--- src/rtl/ewrapper_tx_arbiter_if.sv ---
// Requester/serializer bundle for the elink TX packet arbiter.
interface ewrapper_tx_arbiter_if #(
  parameter int unsigned NREQ = 2
) ();
  logic [NREQ-1:0]    req_valid;
  logic [NREQ-1:0]    req_last;
  logic [64*NREQ-1:0] req_data;
  logic [NREQ-1:0]    req_ready;
  logic               tx_wait;
  logic [71:0]        tx_data;
  logic [NREQ-1:0]    grant;
  logic               proto_err;

  // Requester / environment side
  modport master (
    output req_valid, req_last, req_data, tx_wait,
    input  req_ready, tx_data, grant, proto_err
  );

  // Arbiter side
  modport slave (
    input  req_valid, req_last, req_data, tx_wait,
    output req_ready, tx_data, grant, proto_err
  );
endinterface

--- src/rtl/ewrapper_tx_arbiter.sv ---
// Round-robin packet arbiter and frame-lane generator feeding the elink TX serializer.
module ewrapper_tx_arbiter #(
  parameter int unsigned NREQ       = 2,
  parameter int unsigned GAP_CYCLES = 0
) (
  input  logic                 clk_div_in_i,
  input  logic                 reset_n_i,
  ewrapper_tx_arbiter_if.slave bus
);

  localparam int unsigned PTR_W   = $clog2(NREQ);
  localparam int unsigned DATA_W  = 64;
  localparam int unsigned FRAME_W = 8;
  localparam int unsigned WORD_W  = FRAME_W + DATA_W;
  localparam int unsigned CNT_W   = 4;

  localparam logic [FRAME_W-1:0] FRAME_FIRST = 8'h7F;
  localparam logic [FRAME_W-1:0] FRAME_NEXT  = 8'hFF;

  typedef enum logic [1:0] {
    ST_IDLE = 2'd0,
    ST_SEND = 2'd1,
    ST_GAP  = 2'd2
  } state_e;

  state_e              state_q, state_d;
  logic [NREQ-1:0]     grant_q, grant_d;
  logic [WORD_W-1:0]   tx_data_q, tx_data_d;
  logic [PTR_W-1:0]    rr_ptr_q, rr_ptr_d;
  logic [CNT_W-1:0]    gap_cnt_q, gap_cnt_d;
  logic                first_beat_q, first_beat_d;
  logic                proto_err_q, proto_err_d;

  logic                pick_found_c;
  logic [NREQ-1:0]     pick_oh_c;
  logic [PTR_W-1:0]    g_idx_c;
  logic [PTR_W-1:0]    g_next_c;
  logic                g_valid_c;
  logic                g_last_c;
  logic [DATA_W-1:0]   g_data_c;

  // First valid requester at or above the round-robin pointer, wrapping.
  always_comb begin
    int unsigned idx;
    idx          = 0;
    pick_found_c = 1'b0;
    pick_oh_c    = '0;
    for (int unsigned k = 0; k < NREQ; k++) begin
      idx = (32'(rr_ptr_q) + k) % NREQ;
      if (!pick_found_c && bus.req_valid[PTR_W'(idx)]) begin
        pick_found_c            = 1'b1;
        pick_oh_c[PTR_W'(idx)]  = 1'b1;
      end
    end
  end

  // Beat signals of the current owner, selected by the one-hot grant.
  always_comb begin
    g_idx_c   = '0;
    g_valid_c = 1'b0;
    g_last_c  = 1'b0;
    g_data_c  = '0;
    for (int unsigned i = 0; i < NREQ; i++) begin
      if (grant_q[i]) begin
        g_idx_c   = PTR_W'(i);
        g_valid_c = bus.req_valid[i];
        g_last_c  = bus.req_last[i];
        g_data_c  = bus.req_data[DATA_W*i +: DATA_W];
      end
    end
    g_next_c = (g_idx_c == PTR_W'(NREQ - 1)) ? '0 : g_idx_c + 1'b1;
  end

  // Next-state and next-output logic; idle word unless a beat is accepted.
  always_comb begin
    state_d      = state_q;
    grant_d      = grant_q;
    tx_data_d    = '0;
    rr_ptr_d     = rr_ptr_q;
    gap_cnt_d    = gap_cnt_q;
    first_beat_d = first_beat_q;
    proto_err_d  = proto_err_q;

    unique case (state_q)
      ST_IDLE: begin
        grant_d = '0;
        if (!bus.tx_wait && pick_found_c) begin
          grant_d      = pick_oh_c;
          first_beat_d = 1'b1;
          state_d      = ST_SEND;
        end
      end

      ST_SEND: begin
        if (g_valid_c) begin
          tx_data_d    = {(first_beat_q ? FRAME_FIRST : FRAME_NEXT), g_data_c};
          first_beat_d = 1'b0;
          if (g_last_c) begin
            rr_ptr_d = g_next_c;
            grant_d  = '0;
            if (GAP_CYCLES > 0) begin
              gap_cnt_d = CNT_W'(GAP_CYCLES);
              state_d   = ST_GAP;
            end else begin
              state_d   = ST_IDLE;
            end
          end
        end else begin
          // Mid-packet bubble: abandon the packet and pass ownership on.
          proto_err_d = 1'b1;
          grant_d     = '0;
          rr_ptr_d    = g_next_c;
          state_d     = ST_IDLE;
        end
      end

      ST_GAP: begin
        gap_cnt_d = gap_cnt_q - 1'b1;
        if (gap_cnt_q <= CNT_W'(1)) begin
          state_d = ST_IDLE;
        end
      end

      default: begin
        grant_d = '0;
        state_d = ST_IDLE;
      end
    endcase
  end

  // State and output registers.
  always_ff @(posedge clk_div_in_i or negedge reset_n_i) begin
    if (!reset_n_i) begin
      state_q      <= ST_IDLE;
      grant_q      <= '0;
      tx_data_q    <= '0;
      rr_ptr_q     <= '0;
      gap_cnt_q    <= '0;
      first_beat_q <= 1'b0;
      proto_err_q  <= 1'b0;
    end else begin
      state_q      <= state_d;
      grant_q      <= grant_d;
      tx_data_q    <= tx_data_d;
      rr_ptr_q     <= rr_ptr_d;
      gap_cnt_q    <= gap_cnt_d;
      first_beat_q <= first_beat_d;
      proto_err_q  <= proto_err_d;
    end
  end

  // Grant is non-zero only while sending, so it doubles as the ready vector.
  assign bus.req_ready = grant_q;
  assign bus.grant     = grant_q;
  assign bus.tx_data   = tx_data_q;
  assign bus.proto_err = proto_err_q;

endmodule

--- src/flat_wrapper.sv ---
// flat-port wrapper written by rule: the top's interface ports become plain ports
module ewrapper_tx_arbiter_flat 
#(
  parameter int unsigned NREQ       = 2,
  parameter int unsigned GAP_CYCLES = 0
)
  (clk_div_in_i, reset_n_i, bus_req_valid, bus_req_last, bus_req_data, bus_tx_wait, bus_req_ready, bus_tx_data, bus_grant, bus_proto_err);
  ewrapper_tx_arbiter_if #(.NREQ(NREQ)) bus_i ();
  input  logic clk_div_in_i;
  input  logic reset_n_i;
  input wire logic [$bits(bus_i.req_valid)-1:0] bus_req_valid;
  input wire logic [$bits(bus_i.req_last)-1:0] bus_req_last;
  input wire logic [$bits(bus_i.req_data)-1:0] bus_req_data;
  input wire logic [$bits(bus_i.tx_wait)-1:0] bus_tx_wait;
  output wire logic [$bits(bus_i.req_ready)-1:0] bus_req_ready;
  output wire logic [$bits(bus_i.tx_data)-1:0] bus_tx_data;
  output wire logic [$bits(bus_i.grant)-1:0] bus_grant;
  output wire logic [$bits(bus_i.proto_err)-1:0] bus_proto_err;
  assign bus_i.req_valid = bus_req_valid;
  assign bus_i.req_last = bus_req_last;
  assign bus_i.req_data = bus_req_data;
  assign bus_i.tx_wait = bus_tx_wait;
  assign bus_req_ready = bus_i.req_ready;
  assign bus_tx_data = bus_i.tx_data;
  assign bus_grant = bus_i.grant;
  assign bus_proto_err = bus_i.proto_err;
  ewrapper_tx_arbiter #(.NREQ(NREQ), .GAP_CYCLES(GAP_CYCLES)) u_core (.clk_div_in_i(clk_div_in_i), .reset_n_i(reset_n_i), .bus(bus_i));
endmodule
--- config.mk ---
export PLATFORM = sky130hd
export DESIGN_NAME = ewrapper_tx_arbiter_flat
export DESIGN_NICKNAME = d
export VERILOG_FILES = /design/src/rtl/ewrapper_tx_arbiter_if.sv /design/src/rtl/ewrapper_tx_arbiter.sv /design/src/flat_wrapper.sv
export SDC_FILE = /design/constraint.sdc
export NUM_CORES = 1
export LEC_CHECK = 0
export CORE_MARGIN = 4
export CORE_UTILIZATION = 31
export CTS_CLUSTER_DIAMETER = 60
export DETAILED_ROUTE_END_ITERATION = 16
export GPL_TIMING_DRIVEN = 0
export PLACE_DENSITY = 0.81
export REMOVE_ABC_BUFFERS = 1
export SLEW_MARGIN = 20
export SYNTH_ARGS = -nofsm -noshare
export SYNTH_HDL_FRONTEND = slang
export SYNTH_SLANG_ARGS = --single-unit
--- constraint.sdc ---
create_clock -name clk_div_in_i -period 1.2 [get_ports clk_div_in_i]
set_input_delay 0.24 -clock clk_div_in_i [delete_from_list [all_inputs] [get_ports clk_div_in_i]]
set_output_delay 0.24 -clock clk_div_in_i [all_outputs]
set_load 0.03 [all_outputs]
==> tab_implementation.tex, run 1 <==
\begin{tabular}{lr}
\hline
Metric & Value \\
\hline
\multicolumn{2}{l}{\textbf{Clock tree}} \\
\quad Clock buffer count from CTS & 9 \\
\quad CTS clock-pin slew for the worst setup and hold paths & 0.07 ns \\
\quad Clock Tree Root & sky130\_fd\_sc\_hd\_\_clkbuf\_8 \\
\quad Clock latency at the later pin of the worst-skew pair & approximately 0.33 ns \\
\quad Clock Sinks & around 70 \\
\quad Number of H-tree levels & 3 \\
\quad Clock Tree Buf Depth & 2 \\
\quad TritonCTS clock tree & done \\
\multicolumn{2}{l}{\textbf{Floorplan}} \\
\quad Die Y-Extent & 105 um \\
\quad Die footprint & 10,900 sq um \\
\quad Floorplan core area & between 8000 and 9000 sq um \\
\quad I/O pin cnt & 212 \\
\quad Die width & 105 um \\
\quad Number of core rows & 34 \\
\quad Effective utilization at floorplan & $\sim$33\% \\
\multicolumn{2}{l}{\textbf{Power and ir drop}} \\
\quad Internal Dissipation & between 4 and 5 mW \\
\quad Power density over the cells & 988 nW/um\^{}2 \\
\quad Switch Pwr & between 1.5 and 2 mW \\
\quad Leakage & 2.60 nW \\
\quad Max rail drop VDD & 0.000748 V \\
\quad Sequential cell fraction of total power & 42.2\% \\
\quad Switching part of the total & a little over a quarter \\
\quad Share of total power in combinational logic & 27.5\% \\
\quad Share of total power in the clock network & a little over 30\% \\
\multicolumn{2}{l}{\textbf{Placement}} \\
\quad Post-place instance area & 5070 sq um \\
\quad Port Buffers & 211 \\
\quad Placed wire-length estimate & 7370 um \\
\quad DP Worst Slack & -0.881 ns \\
\quad Final weighted congestion in routability-driven placement & 0.738 \\
\multicolumn{2}{l}{\textbf{Global routing}} \\
\quad Number of antenna violations at the first check in global routing & 0 \\
\quad Overflow after GRT & 0 \\
\quad GRT Overall Usage & around 21\% \\
\quad Number of global-route vias before repair & 3,295 \\
\quad Largest net degree at the start of global routing & 40 \\
\quad First-pass GRT wire length & 17,700 um \\
\multicolumn{2}{l}{\textbf{Min path}} \\
\quad Type of the worst min-delay path & input pin to async pin \\
\multicolumn{2}{l}{\textbf{Logic synthesis}} \\
\quad Netlist area before placement & just under 3000 sq um \\
\quad Count of flip-flops with a built-in enable after synthesis & 0 \\
\quad Mapped Avg Cell Area & 11.1 sq um \\
\quad Most used flip-flop cell after synthesis & sky130\_fd\_sc\_hd\_\_dfrtp\_1 \\
\quad Post-synthesis cell count & 261 \\
\quad Count of warnings emitted by yosys & 0 \\
\quad Most area-hungry cell type in the Yosys netlist & sky130\_fd\_sc\_hd\_\_dfrtp\_1 \\
\quad Top cells by area, synth & sky130\_fd\_sc\_hd\_\_dfrtp\_1 62\%, sky130\_fd\_sc\_hd\_\_a22oi\_1 17\%, sky130\_fd\_sc\_hd\_\_nor2\_1 8.7\% \\
\quad Share of synthesized area occupied by flip-flops and latches & 62.3\% \\
\quad Area fraction of the dominant cell type after synthesis & 62.3\% \\
\quad Count of state elements after synthesis & roughly 70 \\
\quad Proportion of register bits with asynchronous set or reset after synthesis & 100\% \\
\quad Number of library cell types mapped by synthesis & 23 \\
\multicolumn{2}{l}{\textbf{STA}} \\
\quad Number of pins exceeding their max-slew limit in the final report & 0 \\
\quad Final count of negative-setup-slack endpoints & 79 \\
\quad Min setup slack post-route & -0.329 ns \\
\quad Normalized max-slew margin & 69.4\% \\
\quad Least-Margin Pin Slew & 0.459 ns \\
\quad Unrepaired setup endpoints after global routing & yes \\
\quad Setup\_tns & -20.62 ns \\
\quad Final Hold Fails & 0 \\
\quad Achievable clock frequency & roughly 650 MHz \\
\quad Crit path time final & 1.53 ns \\
\quad Share of the clock period used by the worst path after layout & 127\% \\
\quad Worst Skew & 0.00994 ns \\
\multicolumn{2}{l}{\textbf{Critical path}} \\
\quad R2R setup slack & -0.33 ns \\
\quad Startpoint of the worst-slack reg-to-reg timing path & u\_core.bus.grant[1] \\
\quad Highest net fanout along the worst path & 8 \\
\quad Type of the worst setup path & flop to flop \\
\quad Capture point of the worst reg-to-reg path & u\_core.state\_q[0] \\
\quad Reg2Reg Depth & 6 \\
\quad Worst Setup Start Kind & flop \\
\quad Crit path required time & 1.39 ns \\
\quad Crit. End Element & flop \\
\quad Arrival time at the worst endpoint & 1.72 ns \\
\multicolumn{2}{l}{\textbf{Layout}} \\
\quad Area of all placed cells without fillers & a little over 6000 sq um \\
\quad Filler Cells Inserted & around 670 \\
\quad Share of post-route cells with drive strength above 1 & a little under half \\
\quad Number of nets in the finished design & between 600 and 700 \\
\quad Syn-to-layout area delta & 109\% \\
\quad Core utilization of the finished layout & around two thirds \\
\quad Antenna diode count & 0 \\
\multicolumn{2}{l}{\textbf{Drt}} \\
\quad Uppermost layer routed & met4 \\
\quad DRC viols & 0 \\
\quad Met2 Routed Length & 6830 um \\
\quad Via count & 3,069 \\
\quad Routed metal-1 wirelength & 4320 um \\
\quad Total Wirelength & 12,400 um \\
\quad Final routed wire length divided by cell count & 20.5 um \\
\quad Avg Vias per Cell & between 5 and 6 \\
\quad Antenna Nets Post-Route & 0 \\
\quad Iteration-0 DRC Markers & 90 \\
\quad Number of optimization iterations in the first detailed-route pass & 5 \\
\quad Routed length on met3 & 1080 um \\
\multicolumn{2}{l}{\textbf{Run status}} \\
\quad Violations in the final reports & negative setup slack \\
\quad Run status & finished, violations left \\
\multicolumn{2}{l}{\textbf{Job}} \\
\quad Max-cap violation count & 0 \\
\hline
\end{tabular}
cells in the mapped netlist, drive strengths merged, types with 2 or more instances:
library cell	number
dfrtp	72
nor2	67
a22oi	64
buf	24
clkbuf	8
a21oi	3
nand2	3
nor2b	3
a22o	2
and2	2
inv	2
o21ai	2
o32ai	2
layer usage:
| metal | global-route usage [%] | vias up |
|---|---|---|
| met3 | 7.15 | 20 |
| li1 | - | 1383 |
| met5 | 0 | - |
| met4 | 6.28 | 0 |
| met1 | 22.1 | 1507 |
| met2 | 38.7 | 159 |
how the worst max path moves through the flow:
| stage | slack, ns | end | start | depth (start not counted) |
|---|---|---|---|---|
| after floorplan | -3.02 | u_core.state_q[0] | u_core.bus.grant[1] | 3 |
| after global placement | -4.14 | u_core.bus.tx_data[0] | u_core.bus.grant[1] | 3 |
| after detailed placement | -0.88 | u_core.state_q[0] | u_core.bus.grant[1] | 5 |
| after CTS | -0.33 | u_core.bus.tx_data[48] | u_core.bus.grant[1] | 7 |
| after global routing | -0.38 | u_core.state_q[0] | u_core.bus.grant[1] | 6 |
| final | -0.33 | u_core.state_q[0] | u_core.bus.grant[1] | 6 |
critical path, cell delays in order (launching register included):
cell,delay (ns)
sky130_fd_sc_hd__dfrtp_4,0.49
sky130_fd_sc_hd__buf_12,0.15
sky130_fd_sc_hd__and2_4,0.16
sky130_fd_sc_hd__o21ai_4,0.20
sky130_fd_sc_hd__buf_6,0.17
sky130_fd_sc_hd__buf_16,0.14
sky130_fd_sc_hd__o32ai_2,0.08
layout by cell type (no fill, tap or decap), drive strengths merged:
cell,count
and2,2
o32ai,2
bufinv,1
clkdlybuf4s50,133
a22o,2
bufbuf,1
dfrtp,72
nor2b,4
dlygate4sd3,1
o21bai,1
a22oi,64
nand3b,1
nor3b,1
o21ai,2
inv,2
clkbuf,17
buf,111
and3b,1
a21o,1
o22ai,1
nand2,3
nor2,67
a21oi,3
clkinv,3
nand3,1
layout make-up:
cell class / instances / area (sq um) / area share, %
Timing Repair Buffer: 251 / 2500 / 41.4
Sequential cell: 72 / 1810 / 30.0
Clock buffer: 12 / 135 / 2.24
Clock inverter: 4 / 45.0 / 0.747
Inverter: 2 / 7.51 / 0.124
Multi-Input combinational cell: 156 / 1400 / 23.2
Tap cell: 108 / 135 / 2.24
metrics by stage:
step	hold WS (ns)	power (mW)	std cells
2_1_floorplan	-0.0556	2.92	229
4_1_cts	0.397	5.69	592
3_5_place_dp	0.218	3.64	553
3_3_place_gp	0.442	3.57	548
5_1_grt	0.423	6.26	605
6_report	0.401	5.96	605
power by group through the flow:
stage	sequential [mW]	combinational (mW)	clock, mW
5_1_grt	2.52	1.73	2.02
4_1_cts	2.51	1.32	1.87
2_1_floorplan	2.66	0.260	0
3_5_place_dp	2.57	1.07	0
3_3_place_gp	2.60	0.969	0
6_report	2.51	1.64	1.81
sequential cells by signal (all words and copies together), names as in the netlist:
| name | cells |
|---|---|
| u_core.bus.grant | 2 |
| u_core.bus.proto_err | 1 |
| u_core.bus.tx_data | 66 |
| u_core.first_beat_q | 1 |
| u_core.rr_ptr_q | 1 |
| u_core.state_q | 1 |
logic make-up after synthesis:
family / share of synthesized area, %
AND/OR/NAND/NOR: 11.2
AO/OA/AOI/OAI: 19.6
flip-flops: 62.3
buffers and inverters: 6.97
what timing repair did:
| item | 4_1_cts | 5_1_grt |
|---|---|---|
| hold buffers | 1 | 0 |
| cloned | 8 | 7 |
| pin swaps | 24 | 21 |
| hold endpoints to repair | 33 | 0 |
| setup buffers | 14 | 8 |
| endpoints found under the setup margin | 149 | 83 |
| resized for setup | 463 | 99 |
No activity file was read; power rests on OpenSTA's default activity.
==> inputs of run 2 (changes only) <==
--- a/config.mk
+++ b/config.mk
@@ -11,6 +11,7 @@
 export DETAILED_ROUTE_END_ITERATION = 16
 export GPL_TIMING_DRIVEN = 0
 export PLACE_DENSITY = 0.81
+export RECOVER_POWER = 100
 export REMOVE_ABC_BUFFERS = 1
 export SLEW_MARGIN = 20
 export SYNTH_ARGS = -nofsm -noshare
==> tab_implementation.tex, run 2 (synthesis results as in run 1) <==
\begin{tabular}{lr}
\hline
Metric & Value \\
\hline
\multicolumn{2}{l}{\textbf{Min path}} \\
\quad Type of the worst min-delay path & input pin to async pin \\
\multicolumn{2}{l}{\textbf{Critical path}} \\
\quad R2R setup slack & -0.33 ns (about the same) \\
\quad Crit. End Element & flop \\
\quad Crit path required time & 1.39 ns (about the same) \\
\quad Destination of the critical timing path & u\_core.state\_q[0] \\
\quad Beginning of the critical path & u\_core.bus.grant[1] \\
\quad Highest net fanout along the worst path & 8 (unchanged) \\
\quad Worst Setup Start Kind & flop \\
\quad Arrival time at the worst endpoint & 1.72 ns (about the same) \\
\quad Type of the worst setup path & flop to flop \\
\quad Capture point of the worst reg-to-reg path & u\_core.state\_q[0] \\
\quad Startpoint of the worst-slack reg-to-reg timing path & u\_core.bus.grant[1] \\
\quad Reg2Reg Depth & 6 (unchanged) \\
\multicolumn{2}{l}{\textbf{Global routing}} \\
\quad First-pass GRT wire length & 17,700 um (unchanged) \\
\quad Largest net degree at the start of global routing & 40 (unchanged) \\
\quad Overflow after GRT & 0 (unchanged) \\
\quad GRT Overall Usage & 20.8\% (unchanged) \\
\quad Number of antenna violations at the first check in global routing & 0 (unchanged) \\
\quad Number of global-route vias before repair & 3,295 (unchanged) \\
\multicolumn{2}{l}{\textbf{STA}} \\
\quad Setup\_tns & -20.40 ns (+0.221 ns) \\
\quad Normalized max-slew margin & 66.9\% (-2.5 points) \\
\quad Final Hold Fails & 0 (unchanged) \\
\quad Number of pins exceeding their max-slew limit in the final report & 0 (unchanged) \\
\quad Crit path time final & 1.53 ns (-0.000304 ns) \\
\quad Unrepaired setup endpoints after global routing & yes \\
\quad Min setup slack post-route & -0.329 ns (+0.000304 ns) \\
\quad Final count of negative-setup-slack endpoints & 78 (-1.3\%) \\
\quad Share of the clock period used by the worst path after layout & 127\% (about the same) \\
\quad Achievable clock frequency & 654 MHz (about the same) \\
\quad Final Hold Slack & 0.435 ns (+0.0338 ns) \\
\quad Worst Skew & 0.0110 ns (+0.00105 ns) \\
\quad Least-Margin Pin Slew & 0.497 ns (+0.0379 ns) \\
\multicolumn{2}{l}{\textbf{Layout}} \\
\quad Syn-to-layout area delta & 109\% (unchanged) \\
\quad Core utilization of the finished layout & 67.8\% (unchanged) \\
\quad Commonest cells after routing, fill and taps aside & 133 x sky130\_fd\_sc\_hd\_\_clkdlybuf4s50\_1, 69 x sky130\_fd\_sc\_hd\_\_dfrtp\_1, 63 x sky130\_fd\_sc\_hd\_\_clkbuf\_2 \\
\quad Antenna diode count & 0 (unchanged) \\
\quad Share of post-route cells with drive strength above 1 & 45.5\% (unchanged) \\
\quad Area of all placed cells without fillers & 6030 sq um (unchanged) \\
\quad Flip-flop count of the largest register, all copies and words added & 66 (unchanged) \\
\quad Number of nets in the finished design & 627 (unchanged) \\
\quad Leading cell type in the layout, fill and taps excluded & sky130\_fd\_sc\_hd\_\_clkdlybuf4s50\_1 \\
\multicolumn{2}{l}{\textbf{Floorplan}} \\
\quad Die Y-Extent & 105 um (unchanged) \\
\quad Floorplan core area & 8890 sq um (unchanged) \\
\quad I/O pin cnt & 212 (unchanged) \\
\quad Die footprint & 10,900 sq um (unchanged) \\
\quad Effective utilization at floorplan & 32.5\% (unchanged) \\
\quad Number of core rows & 34 (unchanged) \\
\quad Die width & 105 um (unchanged) \\
\multicolumn{2}{l}{\textbf{Clock tree}} \\
\quad Clock latency at the later pin of the worst-skew pair & 0.34 ns (about the same) \\
\quad Clock buffer count from CTS & 9 (unchanged) \\
\quad Number of H-tree levels & 3 (unchanged) \\
\quad Clock Sinks & 72 (unchanged) \\
\quad TritonCTS clock tree & done \\
\quad Clock Tree Root & sky130\_fd\_sc\_hd\_\_clkbuf\_8 \\
\quad Clock Tree Buf Depth & 2 (unchanged) \\
\quad CTS clock-pin slew for the worst setup and hold paths & 0.07 ns (about the same) \\
\multicolumn{2}{l}{\textbf{Power and ir drop}} \\
\quad Power density over the cells & 988 nW/um\^{}2 (about the same) \\
\quad Share of total power in combinational logic & 27.5\% (about the same) \\
\quad Max rail drop VDD & 0.000749 V (about the same) \\
\quad Share of total power in the clock network & 30.4\% (about the same) \\
\quad Post-layout total power & 5.96 mW (about the same) \\
\quad Internal Dissipation & 4.33 mW (about the same) \\
\quad Switching part of the total & 27.4\% (about the same) \\
\quad Sequential cell fraction of total power & 42.2\% (about the same) \\
\quad Leakage & 2.54 nW (-2.3\%) \\
\quad Switch Pwr & 1.64 mW (about the same) \\
\multicolumn{2}{l}{\textbf{Drt}} \\
\quad Met2 Routed Length & 6810 um (-0.40\%) \\
\quad Avg Vias per Cell & 5.08 (about the same) \\
\quad Iteration-0 DRC Markers & 89 (-1.1\%) \\
\quad Routed length on met3 & 992 um (-8.2\%) \\
\quad Via count & 3,071 (+0.065\%) \\
\quad Routed metal-1 wirelength & 4390 um (+1.7\%) \\
\quad Number of optimization iterations in the first detailed-route pass & 4 (-1) \\
\quad Uppermost layer routed & met4 \\
\quad DRC viols & 0 (unchanged) \\
\quad Total Wirelength & 12,400 um (-0.27\%) \\
\quad Antenna Nets Post-Route & 0 (unchanged) \\
\quad Final routed wire length divided by cell count & 20.5 um (-0.27\%) \\
\multicolumn{2}{l}{\textbf{Job}} \\
\quad Max-cap violation count & 0 (unchanged) \\
\multicolumn{2}{l}{\textbf{Placement}} \\
\quad Port Buffers & 211 (unchanged) \\
\quad Final weighted congestion in routability-driven placement & 0.738 (unchanged) \\
\quad Placed wire-length estimate & 7370 um (unchanged) \\
\quad Post-place instance area & 5070 sq um (unchanged) \\
\multicolumn{2}{l}{\textbf{Run status}} \\
\quad Violations in the final reports & negative setup slack \\
\quad Run status & finished, violations left \\
\hline
\end{tabular}
run 2: cell types whose count changed in the layout (fill, tap and decap cells not counted):
cell and delta:
sky130_fd_sc_hd__buf_4 -1, sky130_fd_sc_hd__buf_2 -63, sky130_fd_sc_hd__clkbuf_4 +1, sky130_fd_sc_hd__clkbuf_2 +63
run 2: area by class of cell:
| class | count | area (sq um) |
|---|---|---|
| flip-flops and latches | 72 | 1810 |
| inverters | 2 | 7.51 |
| clock buffers | 12 | 135 |
| fillers | 668 | 2860 |
| repair buffers | 251 | 2500 |
| multi-input cells | 156 | 1400 |
| clock inverters | 4 | 45.0 |
| well taps | 108 | 135 |
run 2: worst min-delay path by stage:
stage                   startpoint                endpoint
3_5_place_dp             reset_n_i  u_core.bus.tx_data[31]
2_1_floorplan            reset_n_i     u_core.bus.grant[0]
5_1_grt                  reset_n_i   u_core.bus.tx_data[4]
3_3_place_gp   u_core.first_beat_q  u_core.bus.tx_data[71]
4_1_cts                  reset_n_i  u_core.bus.tx_data[31]
6_report                 reset_n_i  u_core.bus.tx_data[31]
run 2: worst max-delay path, stage by stage (launching register included):
cell and delay [ns]:
sky130_fd_sc_hd__dfrtp_4 0.49, sky130_fd_sc_hd__buf_12 0.14, sky130_fd_sc_hd__and2_4 0.16, sky130_fd_sc_hd__o21ai_4 0.20, sky130_fd_sc_hd__buf_6 0.17, sky130_fd_sc_hd__buf_16 0.14, sky130_fd_sc_hd__o32ai_2 0.08
run 2: per-layer routing:
layer	up-vias	GRT usage, %
met5	-	0
met3	22	7.15
met4	0	6.28
met2	160	38.7
li1	1383	-
met1	1506	22.1
run 2: timing repair:
action / 4_1_cts / 5_1_grt
setup buffers: 14 / 8
resized for setup: 463 / 99
hold buffers: 1 / 0
cloned: 8 / 7
hold endpoints to repair: 33 / 0
pin swaps: 24 / 21
endpoints found under the setup margin: 149 / 83
run 2: power by group through the flow:
stage | clock (mW) | combinational (mW) | sequential, mW
4_1_cts | 1.87 | 1.32 | 2.51
2_1_floorplan | 0 | 0.260 | 2.66
6_report | 1.81 | 1.64 | 2.51
3_5_place_dp | 0 | 1.07 | 2.57
3_3_place_gp | 0 | 0.969 | 2.60
5_1_grt | 2.02 | 1.73 | 2.52
run 2: metrics by stage:
stage	worst slack [ns]	cells
floorplan	-3.02	229
global placement	-4.14	548
detailed placement	-0.881	553
CTS	-0.332	592
global route	-0.379	605
finish	-0.329	605
